--- src/rtl/cpu_ctrl_pkg.sv ---
// Shared types and constants for the hardwired control sequencer.
//   opcode_t : 5-bit instruction opcode (IR[31:27]); 11011-11111 are unassigned
//   state_t  : sequencer timing states RST, T0-T7, HALT
//   ctrl_t   : bundle of every datapath control line driven by the sequencer
//   ALU_*    : one-hot ALUControl encodings
package cpu_ctrl_pkg;

    localparam int CTRL_ALU_W = 12;
    localparam int CTRL_OP_W  = 5;

    typedef enum logic [4:0] {
        OP_LD   = 5'b00000,
        OP_LDI  = 5'b00001,
        OP_ST   = 5'b00010,
        OP_ADD  = 5'b00011,
        OP_SUB  = 5'b00100,
        OP_AND  = 5'b00101,
        OP_OR   = 5'b00110,
        OP_SHR  = 5'b00111,
        OP_SHL  = 5'b01000,
        OP_ROR  = 5'b01001,
        OP_ROL  = 5'b01010,
        OP_ADDI = 5'b01011,
        OP_ANDI = 5'b01100,
        OP_ORI  = 5'b01101,
        OP_MUL  = 5'b01110,
        OP_DIV  = 5'b01111,
        OP_NEG  = 5'b10000,
        OP_NOT  = 5'b10001,
        OP_BR   = 5'b10010,
        OP_JR   = 5'b10011,
        OP_JAL  = 5'b10100,
        OP_IN   = 5'b10101,
        OP_OUT  = 5'b10110,
        OP_MFHI = 5'b10111,
        OP_MFLO = 5'b11000,
        OP_NOP  = 5'b11001,
        OP_HALT = 5'b11010
    } opcode_t;

    typedef enum logic [3:0] {
        RST  = 4'd0,
        T0   = 4'd1,
        T1   = 4'd2,
        T2   = 4'd3,
        T3   = 4'd4,
        T4   = 4'd5,
        T5   = 4'd6,
        T6   = 4'd7,
        T7   = 4'd8,
        HALT = 4'd9
    } state_t;

    localparam logic [CTRL_ALU_W-1:0] ALU_ADD = 12'h001;
    localparam logic [CTRL_ALU_W-1:0] ALU_SUB = 12'h002;
    localparam logic [CTRL_ALU_W-1:0] ALU_AND = 12'h004;
    localparam logic [CTRL_ALU_W-1:0] ALU_OR  = 12'h008;
    localparam logic [CTRL_ALU_W-1:0] ALU_SHR = 12'h010;
    localparam logic [CTRL_ALU_W-1:0] ALU_SHL = 12'h020;
    localparam logic [CTRL_ALU_W-1:0] ALU_ROR = 12'h040;
    localparam logic [CTRL_ALU_W-1:0] ALU_ROL = 12'h080;
    localparam logic [CTRL_ALU_W-1:0] ALU_MUL = 12'h100;
    localparam logic [CTRL_ALU_W-1:0] ALU_DIV = 12'h200;
    localparam logic [CTRL_ALU_W-1:0] ALU_NEG = 12'h400;
    localparam logic [CTRL_ALU_W-1:0] ALU_NOT = 12'h800;

    typedef struct packed {
        logic                  run;
        logic [CTRL_ALU_W-1:0] alu;
        logic pc_out, pc_in, mar_in, inc_pc, z_in, zlow_out, zhigh_out, y_in;
        logic mdr_in, mdr_out, mdr_read, ram_write, ir_in;
        logic hi_in, hi_out, lo_in, lo_out;
        logic gra, grb, grc, rin_in, rout_in, ba_out, r15_write;
        logic c_out, con_in, con_ff_reset, inport_out, outport_in;
    } ctrl_t;

    // ALU operation for the opcodes that route through the ALU; immediates
    // reuse the register-form operation.
    function automatic logic [CTRL_ALU_W-1:0] alu_sel(input opcode_t op);
        logic [CTRL_ALU_W-1:0] sel;
        sel = '0;
        case (op)
            OP_ADD, OP_ADDI: sel = ALU_ADD;
            OP_SUB:          sel = ALU_SUB;
            OP_AND, OP_ANDI: sel = ALU_AND;
            OP_OR,  OP_ORI:  sel = ALU_OR;
            OP_SHR:          sel = ALU_SHR;
            OP_SHL:          sel = ALU_SHL;
            OP_ROR:          sel = ALU_ROR;
            OP_ROL:          sel = ALU_ROL;
            OP_MUL:          sel = ALU_MUL;
            OP_DIV:          sel = ALU_DIV;
            OP_NEG:          sel = ALU_NEG;
            OP_NOT:          sel = ALU_NOT;
            default:         sel = '0;
        endcase
        return sel;
    endfunction

    // Final execute step of each opcode's sequence.
    function automatic state_t last_step(input opcode_t op);
        state_t s;
        case (op)
            OP_LD, OP_ST:                      s = T7;
            OP_MUL, OP_DIV, OP_BR:             s = T6;
            OP_LDI, OP_ADD, OP_SUB, OP_AND, OP_OR, OP_SHR, OP_SHL,
            OP_ROR, OP_ROL, OP_ADDI, OP_ANDI, OP_ORI: s = T5;
            OP_NEG, OP_NOT, OP_JAL:            s = T4;
            default:                           s = T3;
        endcase
        return s;
    endfunction

    // Opcodes that skip execute entirely: nop and every unassigned code.
    function automatic logic is_nop_like(input logic [CTRL_OP_W-1:0] op);
        return (op == OP_NOP) || (op > OP_HALT);
    endfunction

endpackage

--- src/rtl/ctrl_out_decode.sv ---
// Combinational output decoder for the control sequencer.
//   state  : current sequencer state
//   opcode : opcode latched on entry to T3
//   con    : branch-condition flip-flop, only consulted in br T6
//   ctrl   : every datapath control line, all zero unless named for the state
module ctrl_out_decode
    import cpu_ctrl_pkg::*;
(
    input  state_t  state,
    input  opcode_t opcode,
    input  logic    con,
    output ctrl_t   ctrl
);

    logic is_alu_imm;

    assign is_alu_imm = (opcode == OP_ADDI) || (opcode == OP_ANDI) || (opcode == OP_ORI);

    always_comb begin
        ctrl     = '0;
        ctrl.run = (state != RST) && (state != HALT);
        case (state)
            T0: begin
                ctrl.pc_out       = 1'b1;
                ctrl.mar_in       = 1'b1;
                ctrl.inc_pc       = 1'b1;
                ctrl.z_in         = 1'b1;
                ctrl.con_ff_reset = 1'b1;
            end
            T1: begin
                ctrl.zlow_out = 1'b1;
                ctrl.pc_in    = 1'b1;
                ctrl.mdr_read = 1'b1;
                ctrl.mdr_in   = 1'b1;
            end
            T2: begin
                ctrl.mdr_out = 1'b1;
                ctrl.ir_in   = 1'b1;
            end
            T3, T4, T5, T6, T7: begin
                case (opcode)
                    OP_LD, OP_LDI, OP_ST: begin
                        case (state)
                            T3: begin
                                ctrl.grb    = 1'b1;
                                ctrl.ba_out = 1'b1;
                                ctrl.y_in   = 1'b1;
                            end
                            T4: begin
                                ctrl.c_out = 1'b1;
                                ctrl.alu   = ALU_ADD;
                                ctrl.z_in  = 1'b1;
                            end
                            T5: begin
                                ctrl.zlow_out = 1'b1;
                                if (opcode == OP_LDI) begin
                                    ctrl.gra    = 1'b1;
                                    ctrl.rin_in = 1'b1;
                                end else begin
                                    ctrl.mar_in = 1'b1;
                                end
                            end
                            T6: begin
                                if (opcode == OP_LD) begin
                                    ctrl.mdr_read = 1'b1;
                                    ctrl.mdr_in   = 1'b1;
                                end else if (opcode == OP_ST) begin
                                    // Store data comes from the register file, not memory.
                                    ctrl.gra     = 1'b1;
                                    ctrl.rout_in = 1'b1;
                                    ctrl.mdr_in  = 1'b1;
                                end
                            end
                            T7: begin
                                if (opcode == OP_LD) begin
                                    ctrl.mdr_out = 1'b1;
                                    ctrl.gra     = 1'b1;
                                    ctrl.rin_in  = 1'b1;
                                end else if (opcode == OP_ST) begin
                                    ctrl.ram_write = 1'b1;
                                end
                            end
                            default: ;
                        endcase
                    end
                    OP_ADD, OP_SUB, OP_AND, OP_OR, OP_SHR, OP_SHL, OP_ROR, OP_ROL,
                    OP_ADDI, OP_ANDI, OP_ORI: begin
                        case (state)
                            T3: begin
                                ctrl.grb     = 1'b1;
                                ctrl.rout_in = 1'b1;
                                ctrl.y_in    = 1'b1;
                            end
                            T4: begin
                                ctrl.alu  = alu_sel(opcode);
                                ctrl.z_in = 1'b1;
                                if (is_alu_imm) begin
                                    ctrl.c_out = 1'b1;
                                end else begin
                                    ctrl.grc     = 1'b1;
                                    ctrl.rout_in = 1'b1;
                                end
                            end
                            T5: begin
                                ctrl.zlow_out = 1'b1;
                                ctrl.gra      = 1'b1;
                                ctrl.rin_in   = 1'b1;
                            end
                            default: ;
                        endcase
                    end
                    OP_MUL, OP_DIV: begin
                        case (state)
                            T3: begin
                                ctrl.gra     = 1'b1;
                                ctrl.rout_in = 1'b1;
                                ctrl.y_in    = 1'b1;
                            end
                            T4: begin
                                ctrl.grb     = 1'b1;
                                ctrl.rout_in = 1'b1;
                                ctrl.alu     = alu_sel(opcode);
                                ctrl.z_in    = 1'b1;
                            end
                            T5: begin
                                ctrl.zlow_out = 1'b1;
                                ctrl.lo_in    = 1'b1;
                            end
                            T6: begin
                                ctrl.zhigh_out = 1'b1;
                                ctrl.hi_in     = 1'b1;
                            end
                            default: ;
                        endcase
                    end
                    OP_NEG, OP_NOT: begin
                        case (state)
                            T3: begin
                                ctrl.grb     = 1'b1;
                                ctrl.rout_in = 1'b1;
                                ctrl.alu     = alu_sel(opcode);
                                ctrl.z_in    = 1'b1;
                            end
                            T4: begin
                                ctrl.zlow_out = 1'b1;
                                ctrl.gra      = 1'b1;
                                ctrl.rin_in   = 1'b1;
                            end
                            default: ;
                        endcase
                    end
                    OP_BR: begin
                        case (state)
                            T3: begin
                                ctrl.gra     = 1'b1;
                                ctrl.rout_in = 1'b1;
                                ctrl.con_in  = 1'b1;
                            end
                            T4: begin
                                ctrl.pc_out = 1'b1;
                                ctrl.y_in   = 1'b1;
                            end
                            T5: begin
                                ctrl.c_out = 1'b1;
                                ctrl.alu   = ALU_ADD;
                                ctrl.z_in  = 1'b1;
                            end
                            T6: begin
                                // CON was loaded in T3; it is settled by now.
                                ctrl.zlow_out = con;
                                ctrl.pc_in    = con;
                            end
                            default: ;
                        endcase
                    end
                    OP_JR: begin
                        if (state == T3) begin
                            ctrl.gra     = 1'b1;
                            ctrl.rout_in = 1'b1;
                            ctrl.pc_in   = 1'b1;
                        end
                    end
                    OP_JAL: begin
                        if (state == T3) begin
                            ctrl.pc_out    = 1'b1;
                            ctrl.r15_write = 1'b1;
                        end else if (state == T4) begin
                            ctrl.gra     = 1'b1;
                            ctrl.rout_in = 1'b1;
                            ctrl.pc_in   = 1'b1;
                        end
                    end
                    OP_IN: begin
                        if (state == T3) begin
                            ctrl.inport_out = 1'b1;
                            ctrl.gra        = 1'b1;
                            ctrl.rin_in     = 1'b1;
                        end
                    end
                    OP_OUT: begin
                        if (state == T3) begin
                            ctrl.gra        = 1'b1;
                            ctrl.rout_in    = 1'b1;
                            ctrl.outport_in = 1'b1;
                        end
                    end
                    OP_MFHI: begin
                        if (state == T3) begin
                            ctrl.hi_out = 1'b1;
                            ctrl.gra    = 1'b1;
                            ctrl.rin_in = 1'b1;
                        end
                    end
                    OP_MFLO: begin
                        if (state == T3) begin
                            ctrl.lo_out = 1'b1;
                            ctrl.gra    = 1'b1;
                            ctrl.rin_in = 1'b1;
                        end
                    end
                    default: ;
                endcase
            end
            default: ;
        endcase
    end

endmodule

--- src/rtl/control_sequencer.sv ---
// Hardwired Moore control unit driving every datapath control line.
//   clk        : rising-edge clock
//   clr        : asynchronous active-low reset
//   IR         : instruction register contents, opcode in IR[31:27]
//   CON        : branch-condition flip-flop
//   Run        : high while executing, low in RST and HALT
//   ALUControl : one-hot ALU operation select
//   remaining outputs : single-bit datapath strobes
//
// state | meaning
// RST   | held in reset, all outputs 0
// T0    | PC to MAR, PC+1 into Z
// T1    | Z to PC, memory read into MDR
// T2    | MDR to IR; nop/unassigned opcodes return to T0
// T3-T7 | per-opcode execute steps; last step returns to T0
// HALT  | stopped after halt, only clr leaves
module control_sequencer
    import cpu_ctrl_pkg::*;
#(
    parameter int ALU_W = CTRL_ALU_W,
    parameter int OP_W  = CTRL_OP_W
) (
    input  logic             clk,
    input  logic             clr,
    input  logic [31:0]      IR,
    input  logic             CON,
    output logic             Run,
    output logic             PCout,
    output logic             PCin,
    output logic             MARin,
    output logic             IncPC,
    output logic             Zin,
    output logic             Zlowout,
    output logic             Zhighout,
    output logic             Yin,
    output logic             MDRin,
    output logic             MDRout,
    output logic             MDRRead,
    output logic             RAMwrite,
    output logic             IRin,
    output logic             HIin,
    output logic             HIout,
    output logic             LOin,
    output logic             LOout,
    output logic             Gra,
    output logic             Grb,
    output logic             Grc,
    output logic             Rin_in,
    output logic             Rout_in,
    output logic             BAout,
    output logic             r15write,
    output logic             Cout,
    output logic             CONin,
    output logic             con_FF_Reset,
    output logic             InPortout,
    output logic             OutPortIn,
    output logic [ALU_W-1:0] ALUControl
);

    state_t            state, state_nxt;
    opcode_t           opcode_q;
    logic [OP_W-1:0]   ir_op;
    logic              unused_ir;
    ctrl_t             ctrl;

    assign ir_op     = IR[31 -: OP_W];
    assign unused_ir = ^IR[31-OP_W:0];

    always_ff @(posedge clk or negedge clr) begin
        if (!clr) begin
            state    <= RST;
            opcode_q <= OP_NOP;
        end else begin
            state <= state_nxt;
            // Latch on the T2->T3 edge so execute outputs depend only on registers.
            if (state == T2) begin
                opcode_q <= opcode_t'(ir_op);
            end
        end
    end

    always_comb begin
        state_nxt = state;
        case (state)
            RST:  state_nxt = T0;
            T0:   state_nxt = T1;
            T1:   state_nxt = T2;
            T2:   state_nxt = is_nop_like(ir_op) ? T0 : T3;
            T3: begin
                if (opcode_q == OP_HALT) begin
                    state_nxt = HALT;
                end else if (last_step(opcode_q) == T3) begin
                    state_nxt = T0;
                end else begin
                    state_nxt = T4;
                end
            end
            T4:   state_nxt = (last_step(opcode_q) == T4) ? T0 : T5;
            T5:   state_nxt = (last_step(opcode_q) == T5) ? T0 : T6;
            T6:   state_nxt = (last_step(opcode_q) == T6) ? T0 : T7;
            T7:   state_nxt = T0;
            HALT: state_nxt = HALT;
            default: state_nxt = RST;
        endcase
    end

    ctrl_out_decode u_decode (
        .state  (state),
        .opcode (opcode_q),
        .con    (CON),
        .ctrl   (ctrl)
    );

    assign Run          = ctrl.run;
    assign ALUControl   = ctrl.alu;
    assign PCout        = ctrl.pc_out;
    assign PCin         = ctrl.pc_in;
    assign MARin        = ctrl.mar_in;
    assign IncPC        = ctrl.inc_pc;
    assign Zin          = ctrl.z_in;
    assign Zlowout      = ctrl.zlow_out;
    assign Zhighout     = ctrl.zhigh_out;
    assign Yin          = ctrl.y_in;
    assign MDRin        = ctrl.mdr_in;
    assign MDRout       = ctrl.mdr_out;
    assign MDRRead      = ctrl.mdr_read;
    assign RAMwrite     = ctrl.ram_write;
    assign IRin         = ctrl.ir_in;
    assign HIin         = ctrl.hi_in;
    assign HIout        = ctrl.hi_out;
    assign LOin         = ctrl.lo_in;
    assign LOout        = ctrl.lo_out;
    assign Gra          = ctrl.gra;
    assign Grb          = ctrl.grb;
    assign Grc          = ctrl.grc;
    assign Rin_in       = ctrl.rin_in;
    assign Rout_in      = ctrl.rout_in;
    assign BAout        = ctrl.ba_out;
    assign r15write     = ctrl.r15_write;
    assign Cout         = ctrl.c_out;
    assign CONin        = ctrl.con_in;
    assign con_FF_Reset = ctrl.con_ff_reset;
    assign InPortout    = ctrl.inport_out;
    assign OutPortIn    = ctrl.outport_in;

endmodule

--- config.mk ---
export PLATFORM = sky130hd
export DESIGN_NAME = control_sequencer
export DESIGN_NICKNAME = d
export VERILOG_FILES = /design/src/rtl/cpu_ctrl_pkg.sv /design/src/rtl/ctrl_out_decode.sv /design/src/rtl/control_sequencer.sv
export SDC_FILE = /design/constraint.sdc
export NUM_CORES = 1
export LEC_CHECK = 0
export ABC_AREA = 0
export BUFFER_PORTS_ARGS = -buffer_cell sky130_fd_sc_hd__buf_2
export CORE_AREA = 2 2 46 81
export CTS_CLUSTER_SIZE = 14
export DETAILED_ROUTE_END_ITERATION = 16
export DIE_AREA = 0 0 48 83
export PLACE_DENSITY = 0.72
export SLEW_MARGIN = 25
export SYNTH_ARGS = -nofsm -noshare
export SYNTH_HDL_FRONTEND = slang
export SYNTH_SLANG_ARGS = --single-unit
--- constraint.sdc ---
create_clock -name clk -period 5.1 [get_ports clk]
set_clock_uncertainty 0.2 [all_clocks]
set_input_delay 1.275 -clock clk [delete_from_list [all_inputs] [get_ports clk]]
set_output_delay 1.275 -clock clk [all_outputs]
set_load 0.005 [all_outputs]
### Word level (Yosys, flattened, before mapping)

Memory sizes are Yosys's and may differ from the RTL's.
Index checks and enable logic that the tools add are counted.

* memories kept: 7
* word-level logic and storage cells: 150
* register bits after elaboration: 9
* ROM bits: 1664
* bits in latches: 0
* bits in writable memories: 0

Memories
* (name not given): depth 32, bits a word 12, read ports 1, clocked after memory_dff 0, wr ports 0, RTL line cpu_ctrl_pkg.sv:82 `case (op)`
* (name not given): depth 32, bits a word 12, read ports 1, clocked after memory_dff 0, wr ports 0, RTL line cpu_ctrl_pkg.sv:82
* (name not given): depth 32, bits a word 12, read ports 1, clocked after memory_dff 0, wr ports 0, RTL line cpu_ctrl_pkg.sv:82
* (name not given): depth 32, bits a word 4, read ports 1, clocked after memory_dff 0, wr ports 0, RTL line cpu_ctrl_pkg.sv:103 `case (op)`
* (name not given): depth 32, bits a word 4, read ports 1, clocked after memory_dff 0, wr ports 0, RTL line cpu_ctrl_pkg.sv:103
* (name not given): depth 32, bits a word 4, read ports 1, clocked after memory_dff 0, wr ports 0, RTL line cpu_ctrl_pkg.sv:103
* +1 memories

* mux-type cells: 81
* reduce and logical (&&, ||, !) cells: 19
* div/mod/pow operators: 0
* $mul: 0
* shift operators: 0
* add/sub/neg operators: 0
* bitwise logic cells: 0
* equality and inequality tests: 40
* order comparisons: 1

Operator list (number)
* 12-bit one-hot mux with 5 select lines: 1
* 5-bit == test (second input constant): 11
* 12-bit two-way mux: 4
* 5-bit by 4-bit == test with 1-bit output (second input constant): 8
* 1-bit two-way mux: 39
* 4-bit one-hot mux with 9 select lines: 1
* 4-bit by 3-bit == test with 1-bit output (second input constant): 8
* 4-bit two-way mux: 8
* 16-bit OR reduction: 2
* 1-bit one-hot mux with 2 select lines: 13
* 5-bit by 3-bit == test with 1-bit output (second input constant): 4
* 13-bit two-way mux: 1
* 3-bit two-way mux: 4
* 11-bit OR reduction: 1
* 5-bit by 2-bit == test with 1-bit output (second input constant): 2
* 5-bit OR reduction: 2
* 1-bit one-hot mux with 3 select lines: 3
* 4-bit by 2-bit == test with 1-bit output (second input constant): 2
* 4-bit == test (second input constant): 2
* 2-bit OR reduction: 4
* 7-bit OR reduction: 1
* 2-bit two-way mux: 3
* 1-bit one-hot mux with 6 select lines: 1
* 2-bit one-hot mux with 3 select lines: 1
* 12 further kinds: 15

### Longest topological paths before layout

* depth after elaboration: 7
* depth in mapped cells: 6

### By module

From an unflattened synthesis, not the netlist that was laid out.

* cell total of the unflattened synthesis: 197
* area total of the unflattened synthesis: 1346.3 µm²

Modules (own cells, without submodules)
* ctrl_out_decode: instances 1, sequential area each 0.0 µm², cells each 145, area each 814.5 µm²
* control_sequencer: instances 1, sequential area each 229.0 µm², cells each 52, area each 531.8 µm²

### Worst setup path before layout

OpenSTA, ideal clock, no wires.

* path kind: input -> output
* start: in CON
* end: out Zlowout
* setup slack: 1.943 ns
* cell stages on the path: 4
* data required time: 3.625 ns
* path buffers: 0
* arrival: 1.682 ns
* cells stage by stage: nand3_1 -> nor3_1 -> o21ai_0 -> o211ai_1

* cells in the longest elaborated chain, start to end: 3

Ends and longest elaborated chain
* start: declaration: RTL line control_sequencer.sv:26 `input logic CON,`
* 1-bit two-way mux: RTL line ctrl_out_decode.sv:153 `case (state)`
* 2-bit one-hot mux with 3 select lines: RTL line ctrl_out_decode.sv:41 `case (opcode)`
* 1-bit one-hot mux with 2 select lines: RTL line ctrl_out_decode.sv:22 `case (state)`
* end: declaration: RTL line control_sequencer.sv:33 `output logic Zlowout,`

No other way between the ends.

### Worst setup path in the final report

* start: reg opcode_q[1]
* end: out Cout

* cells in the longest elaborated chain, start to end: 7
* elaborated cells on any way between the ends: 23
* classes of those cells: eq/ne (14); mux (4); reduce/logical (5)

Ends and longest elaborated chain
* start: declaration: RTL line control_sequencer.sv:61 `opcode_t opcode_q;`
* start signal: assignment: RTL line control_sequencer.sv:77 `opcode_q <= opcode_t'(ir_op);`
* 5-bit by 4-bit == test with 1-bit output: RTL line ctrl_out_decode.sv:17, ctrl_out_decode.sv:41
* 1-bit logical OR (2 in a row): RTL line ctrl_out_decode.sv:17 `assign is_alu_imm = (opcode == OP_ADDI) || (opcode == OP_ANDI) || (opcode == OP_ORI);`
* 1-bit two-way mux: RTL line ctrl_out_decode.sv:97 `if (is_alu_imm) begin`
* 1-bit two-way mux: RTL line ctrl_out_decode.sv:88 `case (state)`
* 1-bit one-hot mux with 3 select lines *: RTL line ctrl_out_decode.sv:41
* 13-bit two-way mux *: RTL line ctrl_out_decode.sv:22
* end: declaration: RTL line control_sequencer.sv:52 `output logic Cout,`

Mark *: on every way between the ends. The rest lies on a longest branch, timed or not.

==> results.ini <==
[global_route]
first_global_vias = 1467
antenna_found_initial = 0
grt_pass1_wl_um = 6460
grt_use_total_pct = 21.0
grt_overflow = 0
grt_start_max_net_pins = 27

[yosys]
synth_edf_count = 0
synth.avg_cell_area_um2 = 6.74
synth_sequential_area_ratio_pct = 17.8
synth_top_area_cell = dfrtp_1
synth_area_leaders = dfrtp_1, dfstp_2, nor2_1
postSynth.asyncResetShare_pct = 100
yosys_most_used_dff = dfrtp_1
syn-num-nets = 226
synth_cell_types = 53
syn_inst = 191
synth_top_cell_area_share_pct = 11.7
ys_seq_elements = 9
syn_area_um2 = 1290
ys_warn_count = 0

[routing]
drt_wl_total_um = 3880
ant_nets = 0
vias = 1527
drcViolationCount = 0
wl_per_cell_um = 14.5
dr.pass1.iters = 4
via_per_inst = 5.72
drt-initial-drc-count = 32

[setup_path]
worst_path_max_delay_cell = dfrtp_1
crit_fanout = 24
crit_top_cell = or2_1
crit_chain = or3b_1, or2_1, or2_1, o21ai_0, buf_2
r2r_start = opcode_q[2]
crit_start = opcode_q[1]
path_class = reg2out
worst_setup_path_start_kind = register
critPathArrivalTime_ns = 2.30
required_ns = 3.62
cpPeakStageDelay_ns = 0.81
endpoint_kind = primary output

[status]
outcome = complete, no violations

[place]
gp_congestion = 0.856
dpl-instance-area_um2 = 1480
buffer_ports.inserted = 49
dp_hpwl_um = 2880

[clock_network]
path_clk_slew_ns = 0.05
cts.sinks = 9
clk_latency_ns = 0.23
clock_path_buffers = 2
post_cts_resize_count = 0
holdBufCountCts = 0
cts_buffers = 3
post_cts_buffers = 0
clockRootBuffer = clkbuf_8
cts_tree = done
h-tree-depth = 1

[final_layout]
final_common_cell = buf_2
fin_nets = 258
synthToLayoutAreaGrowth_pct = 18.6
diodes = 0
layout_common_cells = buf_2, nor2_1, nand2_1
fin_area_um2 = 1530
layout-drive-gt1-share_pct = 29.7

[timing]
maxSlewViolCount = 0
max_freq_ghz = 0.265
setup_violations = 0
slew_headroom_pct = 51.0
worst_pin_slew_ns = 0.735
period_minus_slack_ns = 3.78
finalCritPeriodShare_pct = 74.0
hold_violations = 0
finalSetupTns_ns = 0
rsz0062_at_grt = no

[flow_run]
maxCapViolCount = 0

[power]
p_leak_nw = 0.699
power_density_nw_per_um2 = 581
irDropWorstVdd_mv = 0.266

[floorplanning]
die-area_um2 = 3980
start_util_pct = 38.7
fp.dieH_um = 83
core-area_um2 = 3330
die_w_um = 48
ios = 77
fp-row-count = 28

[min_path]
hp-start = opcode_q[4]
hp-class = reg2reg

## logic make-up (layout without fill, tap and decap cells)
family,Yosys count,in the layout,share of synthesized area (%)
xor+xnor,3,3,2.04
compound gates,46,46,22.7
fa+ha+maj,1,1,0.777
flops,9,9,17.8
mux,4,4,3.40
buf+inv,28,59,10.1
simple gates,100,100,43.2
## flip-flops by register name (all words and copies together), names as in the netlist
register / count
opcode_q: 5
state: 4
## worst max-delay path, delay by kind of cell, from the launching register on
kind	cells	cell delay [ns]
AO/OA/AOI/OAI	1	0.09
buffers and inverters	1	0.14
AND/OR/NAND/NOR	3	1.03
flip-flops	1	0.81
## where the power goes
group	switching, mW	internal (mW)
Clock	0.0279	0.0544
Sequential	0.179	0.115
Combinational	0.279	0.232
Total	0.485	0.402
## synth_stat cells, drive strengths merged, types with 2 or more instances
cell,number
or2,4
or3b,2
clkbuf,11
or3,3
dfstp,3
o211ai,3
nor2,22
o22ai,2
a211o,3
inv,6
mux2,3
or4,3
nand3b,2
a311o,2
nand2b,8
and2,2
xnor2,2
nor2b,4
nor3,17
a22oi,2
o21ai,15
buf,11
dfrtp,6
a21oi,11
nand3,8
nand2,16
nor4b,2
## per-layer routing
layer  wire, um  share of wire, %  vias to the layer above  GRT usage, %
met3        138               3.6                       16          2.39
li1           -                 -                      746             -
met2       2160                56                       53          35.9
met1       1450                37                      712          23.2
met5          0                 0                        -             0
met4        134               3.5                        0          10.8
## through the flow
stage          std cells  hold WS [ns]  total power [mW]  setup slack (ns)  utilization, %
2_1_floorplan        191         0.482             0.659              1.94               -
3_3_place_gp         263         0.506             0.793              1.61            44.5
3_5_place_dp         263         0.520             0.797              1.59            44.5
4_1_cts              267         0.527             0.883              1.32            45.9
5_1_grt              267         0.560             0.974              1.18            45.9
6_report             267         0.523             0.887              1.32            45.9
## path summary, 6_finish.rpt
kind | endpoint | cells past startpoint | slack (ns)
hold reg to reg | state[3] | 2 | 0.52
hold / removal | state[3] | 2 | 0.52
setup reg to reg | state[0] | 4 | 2.84
setup / recovery | Cout | 5 | 1.32
max in group asynchronous | opcode_q[0] | 1 | 3.78
min in group asynchronous | opcode_q[2] | 1 | 0.68
## cell type report
type / instances / area (um2)
fillers: 345 / 1800
multi-input cells: 154 / 928
repair buffers: 49 / 245
flip-flops and latches: 9 / 229
well taps: 45 / 56.3
clock buffers: 4 / 45.0
inverters: 6 / 22.5
No activity file was read; power rests on OpenSTA's default activity.
